--- src/rtl/normalizacion_ctrl.sv ---
// Sequencing controller for the FFT mantissa/exponent normalizer: one shift per clock until MSB set.
// Optional NORM_CTRL_SHIFTCNT_EN adds a shiftCnt output reporting left shifts of the current operation.
module normalizacion_ctrl #(
  parameter int SIZE = 10,
  parameter int EXPW = 5
) (
  input  logic            clkNorm,
  input  logic            rstNorm,
  input  logic            start,
  input  logic [SIZE-1:0] mantIn,
  input  logic            carryIn,
  input  logic [EXPW-1:0] expIn,
`ifdef NORM_CTRL_SHIFTCNT_EN
  output logic [$clog2(SIZE):0] shiftCnt,
`endif
  output logic            busy,
  output logic            done,
  output logic [SIZE-1:0] mantOut,
  output logic [EXPW-1:0] expOut,
  output logic            zero,
  output logic            underflow,
  output logic            overflow
);

  localparam logic [1:0] IDLE = 2'd0;
  localparam logic [1:0] EVAL = 2'd1;
  localparam logic [1:0] DONE = 2'd2;

  localparam logic [EXPW-1:0] EXP_MAX = {EXPW{1'b1}};

  logic [1:0]      state;
  logic [SIZE-1:0] mant;
  logic [EXPW-1:0] exp_r;
  logic            carry;
`ifdef NORM_CTRL_SHIFTCNT_EN
  logic [$clog2(SIZE):0] cnt;
  assign shiftCnt = cnt;
`endif

  // NOTE: every register here, working copies included, is cleared by reset so an
  // aborted operation leaves no stale mantissa or exponent behind.
  // NOTE: sequential state uses non-blocking assignments only, so each EVAL decision
  // reads the values from before this edge.
  always_ff @(posedge clkNorm or posedge rstNorm) begin
    if (rstNorm) begin
      state     <= IDLE;
      mant      <= '0;
      exp_r     <= '0;
      carry     <= 1'b0;
      busy      <= 1'b0;
      done      <= 1'b0;
      mantOut   <= '0;
      expOut    <= '0;
      zero      <= 1'b0;
      underflow <= 1'b0;
      overflow  <= 1'b0;
`ifdef NORM_CTRL_SHIFTCNT_EN
      cnt       <= '0;
`endif
    end else begin
      case (state)
        IDLE: begin
          // The done cycle still counts as busy, so a start seen there is dropped.
          if (done) begin
            done <= 1'b0;
            busy <= 1'b0;
          end else if (start) begin
            mant      <= mantIn;
            carry     <= carryIn;
            exp_r     <= expIn;
            zero      <= 1'b0;
            underflow <= 1'b0;
            overflow  <= 1'b0;
            busy      <= 1'b1;
`ifdef NORM_CTRL_SHIFTCNT_EN
            cnt       <= '0;
`endif
            state     <= EVAL;
          end
        end

        EVAL: begin
          if (carry) begin
            mant <= {1'b1, mant[SIZE-1:1]};
            if (exp_r == EXP_MAX) overflow <= 1'b1;
            else                  exp_r    <= exp_r + 1'b1;
            state <= DONE;
          end else if (mant == '0) begin
            exp_r <= '0;
            zero  <= 1'b1;
            state <= DONE;
          end else if (mant[SIZE-1]) begin
            state <= DONE;
          end else if (exp_r == '0) begin
            underflow <= 1'b1;
            state     <= DONE;
          end else begin
            mant  <= {mant[SIZE-2:0], 1'b0};
            exp_r <= exp_r - 1'b1;
`ifdef NORM_CTRL_SHIFTCNT_EN
            cnt   <= cnt + 1'b1;
`endif
          end
        end

        DONE: begin
          mantOut <= mant;
          expOut  <= exp_r;
          done    <= 1'b1;
          state   <= IDLE;
        end

        default: state <= IDLE;
      endcase
    end
  end

endmodule

--- config.mk ---
export PLATFORM = sky130hd
export DESIGN_NAME = normalizacion_ctrl
export DESIGN_NICKNAME = d
export VERILOG_FILES = /design/src/rtl/normalizacion_ctrl.sv
export SDC_FILE = /design/constraint.sdc
export NUM_CORES = 1
export LEC_CHECK = 0
export ABC_AREA = 1
export BUFFER_PORTS_ARGS = -buffer_cell sky130_fd_sc_hd__clkbuf_2
export CAP_MARGIN = 25
export CORE_MARGIN = 2
export CORE_UTILIZATION = 55
export CTS_BUF_LIST = sky130_fd_sc_hd__clkbuf_8 sky130_fd_sc_hd__clkbuf_16
export DETAILED_ROUTE_END_ITERATION = 8
export PLACE_DENSITY = 0.9
export REMOVE_ABC_BUFFERS = 1
export SLEW_MARGIN = 5
export SYNTH_ARGS = -nofsm -noshare
export SYNTH_HDL_FRONTEND = slang
export SYNTH_SLANG_ARGS = --single-unit
--- constraint.sdc ---
create_clock -name clkNorm -period 1.85 [get_ports clkNorm]
set_input_delay 0.4625 -clock clkNorm [delete_from_list [all_inputs] [get_ports clkNorm]]
set_output_delay 0.4625 -clock clkNorm [all_outputs]
set_load 0.1 [all_outputs]
# After elaboration in Yosys (flattened, before gate mapping)
# Index checks and enable logic that the tools add are counted.
[totals] regBits=38 input_bits=19 output_inout_bits=20 wordCells=87
[classes] add_sub_neg=2 n_eq_ne=19 mux=38 bitwise=1 reduce_logical=15
[ops] operator="$mux W10" count=6
[ops] operator="$mux W5" count=7
[ops] operator="$pmux W10 S2" count=1
[ops] operator="$ne A2 B2 Y1 const B" count=9
[ops] operator="$mux W1" count=12
[ops] operator="$mux W2" count=6
[ops] operator="$ne A3 B3 Y1 const B" count=4
[ops] operator="$reduce_and A6 Y1" count=2
[ops] operator="$logic_not A10 Y1" count=1
[ops] operator="$pmux W5 S2" count=1
[ops] operator="$reduce_and A5 Y1" count=2
[ops] operator="$ne A4 B4 Y1 const B" count=2
[ops] operator="$pmux W1 S2" count=4
[ops] operator="$reduce_and A7 Y1" count=1
[ops] operator="$reduce_and A3 Y1" count=2
[ops] operator="$reduce_bool A2 Y1" count=3
[ops] operator="$add A5 B1 Y5 const B" count=1
[ops] operator="$eq A5 B5 Y1 const B" count=1
[ops] operator="$logic_not A5 Y1" count=1
[ops] operator="$ne A5 B5 Y1 const B" count=1
[ops] operator="$sub A5 B1 Y5 const B" count=1
[ops] operator="$pmux W2 S2" count=1
[ops] operator="$reduce_and A4 Y1" count=1
[ops] operator="$eq A2 B1 Y1 const B" count=1
[ops] operator="4 further kinds" count=4

# Depth between registers and ports, before layout
[depth] word_depth=6 mapped_depth=11 ltp_nobuf=11

# Worst setup path before layout
# Ideal clock, no wire load.
[synth_path] path_kind="flip-flop to flip-flop" startpoint="register done" endpoint="register mant[0]" setup_ps=117 arrival_time_ps=1630 t_required_ps=1733 path_slack_ps=103 stages_incl_launch_ff=9 path_buffers=1 synth_period_minus_slack_ps=1747 path_cell_list="dfrtp_1 -> o21ai_0 -> nand2_1 -> inv_1 -> nand2_1 -> inv_2 -> buf_2 -> nand3_1 -> nand2_1"
[synth_between] elab_chain_cells=2
[synth_rtl] element="start: declaration" line="17" rtl="output logic done,"
[synth_rtl] element="start signal: assignment" line="51" rtl="done <= 1'b0;"
[synth_rtl] element="start signal: assignment" line="65" rtl="done <= 1'b0;"
[synth_rtl] element="start signal: assignment" line="109" rtl="done <= 1'b1;"
[synth_rtl] element="$ne A2 B2 Y1 (no line)"
[synth_rtl] element="$reduce_and A6 Y1 (no line)"
[synth_rtl] element="end signal: assignment" line="68" rtl="mant <= mantIn;"
[synth_rtl] element="end signal: assignment" line="84" rtl="mant <= {1'b1, mant[SIZE-1:1]};"
[synth_rtl] element="end signal: assignment" line="98" rtl="mant <= {mant[SIZE-2:0], 1'b0};"
[synth_rtl] element="end: declaration" line="32" rtl="logic [SIZE-1:0] mant;"
# No other way between the ends.
# A chain may end at the register's enable or synchronous reset.

# Worst setup path after layout
[layout_path] startpoint="register exp_r[1]" endpoint="register exp_r[4]"
[layout_between] elab_chain_cells=6 elab_cells_between_ends=13 classes_between="add/sub: 2; eq/ne: 3; mux: 6; reduce/logical: 2"
[layout_rtl] element="start: declaration" line="33" rtl="logic [EXPW-1:0] exp_r;"
[layout_rtl] element="start signal: assignment" line="70" rtl="exp_r <= expIn;"
[layout_rtl] element="start signal: assignment" line="86" rtl="else exp_r <= exp_r + 1'b1;"
[layout_rtl] element="start signal: assignment" line="99" rtl="exp_r <= exp_r - 1'b1;"
[layout_rtl] element="$sub A5 B1 Y5" line="99"
[layout_rtl] element="$mux W5" line="94" rtl="end else if (exp_r == '0) begin"
[layout_rtl] element="$mux W5" line="92" rtl="end else if (mant[SIZE-1]) begin"
[layout_rtl] element="$mux W5" line="88" rtl="end else if (mant == '0) begin"
[layout_rtl] element="$mux W5" line="83" rtl="if (carry) begin"
[layout_rtl] element="$pmux W5 S2" line="61" rtl="case (state)"
# Several ways; a longest one is shown, not always the timed one. The select of a mux whose other input is x is not followed.

==> flow_summary.yaml <==
status:
  status: "finished clean"
die:
  die-height_um: 65.4
  die-area_um2: 4280
  io_pins: 39
  row_count: 22
  initial_core_util_pct: 57.1
  die_x_um: 65.4
  core_um2: 3630
clock_tree:
  root_buffer: "clkbuf_8"
  worstSkewPairLatency_ns: 0.29
  cts_hold_buffers: 0
  cts_made_buffers: 5
  clk_path_buf_depth: 2
  htree_levels: 2
  path_clk_slew_ns: 0.07
  cts_tree: "done"
  clkSinkCount: 38
global_routing:
  grt_max_degree: 39
  antenna_found_initial: 0
  grt_pass1_wl_um: 8170
  grt_pass1_vias: 1823
  globalRouteTotalUtil_pct: 25.2
  grt_overflow_total: 0
setup_path:
  r2r_cells: 11
  r2r_end: "exp_r[4]$_DFFE_PP0P_"
  crit_start: "exp_r[1]$_DFFE_PP0P_"
  cp_data_required_time_ns: 2.07
  r2r-start: "exp_r[1]$_DFFE_PP0P_"
  crit_end: "exp_r[4]$_DFFE_PP0P_"
  worst_setup_path_start_kind: "register"
  crit_type: "register to register"
  r2r_setup_slack_ns: 0.15
  crit_path_end_kind: "register"
  cp.arrival_ns: 1.92
  path_max_fanout: 6
sta:
  grt_setup_unrepaired: "false"
  fmax_mhz: 587
  fin_crit_ns: 1.70
  drv_slew: 0
  fin_crit_sh_pct: 92.1
  timing.hold.ws_ns: 0.245
  tightest_slew_ns: 0.540
  finClkSkew_ns: 0.00905
  finalHoldViolCount: 0
  setup_viol: 0
  fin_tns_setup_ns: 0
  slew_headroom_pct: 64.1
routing:
  avgRoutedWirePerCell_um: 13.9
  ant_nets: 0
  via_per_inst: 5.57
  drt_iter0_markers: 136
  drtPass1Iterations: 5
  num_vias: 1982
  drt-total-wl_um: 4930
  drc: 0
min_path:
  hold_class: "primary input to asynchronous set/reset pin"
synth:
  synth_compound_area_share_pct: 14.4
  synth_mux_area_share_pct: 1.63
  syn_area_per_cell_um2: 7.94
  syn-cell-area_um2: 2070
  seq_area_frac_synth_pct: 45.9
  synth-simple-area-share_pct: 27.8
  synth-adder-area-share_pct: 1.81
  synth-warning-count: 0
  synth_cell_types: 31
  ys_seq_elements: 38
  postSynthCellCount: 261
  synth_top_family_by_area: "simple AND/OR/NAND/NOR gates"
  synth-xor-area-share_pct: 0.845
place:
  dp_hpwl_um: 3450
  postPlaceCellArea_um2: 2310
  place.gp.congestion: 0.898
  port_buffers: 38
final_layout:
  fin_util_pct: 68.1
  area_growth_pct: 19.4
  final_common_cell: "nand2_1"
  fin_area_um2: 2470
  final_nets: 330
  fillers: 310
  final_cell_mix: "nand2_1 (80), dfrtp_1 (38), clkbuf_2 (38)"
  n_antenna_cell: 0
  drive_gt1_share_pct: 25.0
flow_run:
  max-cap-violations: 0
-- logic make-up (layout without fill, tap and decap cells) --
logic type / Yosys count / after routing
and+or+nand+nor: 132 / 132
AOI/OAI and AO/OA: 50 / 50
DFF: 38 / 38
buffers and inverters: 33 / 80
adders and majority gates: 3 / 3
muxes: 3 / 3
xor gates and xnor gates: 2 / 2
-- worst min path at each step --
stage	endpoint	startpoint	depth (start not counted)	slack [ns]
after detailed placement	mantOut[5]$_DFFE_PP0P_	mantOut[5]$_DFFE_PP0P_	2	0.47
final	zero$_DFFE_PP0P_	rstNorm	3	0.24
after global routing	mantOut[5]$_DFFE_PP0P_	rstNorm	3	0.31
after CTS	zero$_DFFE_PP0P_	rstNorm	3	0.26
after floorplan	mant[2]$_DFFE_PP0P_	mant[2]$_DFFE_PP0P_	2	0.46
after global placement	mantOut[6]$_DFFE_PP0P_	mantOut[6]$_DFFE_PP0P_	2	0.47
-- metrics by stage --
step	worst slack [ns]	std cells
global placement	0.0846	346
global route	0.00372	356
CTS	0.0370	355
finish	0.147	356
detailed placement	0.0354	346
floorplan	0.191	254
-- Yosys cell counts, drive strengths merged --
| cell | n | area (um^2) |
|---|---|---|
| nand2 | 84 | 335 |
| inv | 26 | 100 |
| dfrtp | 38 | 951 |
| or2 | 2 | 12.5 |
| xor2 | 2 | 17.5 |
| o21bai | 1 | 7.51 |
| o31ai | 1 | 7.51 |
| a21oi | 3 | 15.0 |
| o21ai | 33 | 165 |
| nor2 | 22 | 100 |
| ha | 3 | 37.5 |
| clkbuf | 1 | 3.75 |
| a22o | 1 | 10.0 |
| nand4 | 2 | 12.5 |
| a22oi | 8 | 60.1 |
| nand3 | 22 | 115 |
| a31oi | 3 | 33.8 |
| buf | 6 | 55.1 |
| mux2 | 3 | 33.8 |
-- critical path, stage by stage (launching register included) --
cell	delay (ns)
dfrtp_1	0.44
ha_1	0.22
nand2_1	0.09
nor2_1	0.04
ha_1	0.17
nand2_1	0.08
nor2_1	0.06
nor2_2	0.13
nand2_1	0.11
nor2_4	0.14
nand2_1	0.07
o21ai_1	0.07
-- layout make-up --
cell class	instances	area [um^2]	share of cell area [%]
clock inverters	1	30.0	1.21
well taps	48	60.1	2.43
multi-input cells	190	981	39.6
clock buffers	6	82.6	3.34
flip-flops and latches	38	951	38.4
inverters	26	100	4.04
repair buffers	47	270	10.9
-- repair_timing --
| item | in CTS | in global routing |
|---|---|---|
| gates resized for setup | 0 | 5 |
| pin swaps | 0 | 2 |
| endpoints found under the setup margin | 1 | 11 |
| buffers inserted | 2 | 1 |
-- routing by layer --
| metal | wire length [um] | global-route usage (%) |
|---|---|---|
| met4 | 60 | 8.07 |
| met3 | 401 | 5.82 |
| met1 | 2050 | 33.5 |
| met2 | 2420 | 41.1 |
| met5 | 0 | 0 |
-- state kept, by name (all words and copies together), names as in the netlist --
| register | flops |
|---|---|
| mant | 10 |
| underflow | 1 |
| zero | 1 |
| overflow | 1 |
| busy | 1 |
| mantOut | 10 |
| done | 1 |
| expOut | 5 |
| exp_r | 5 |
| carry | 1 |
| state | 2 |
Power is left out: the tool's default activity adds up to more than one toggle a clock period on the data nets, which glitch-free logic cannot reach.
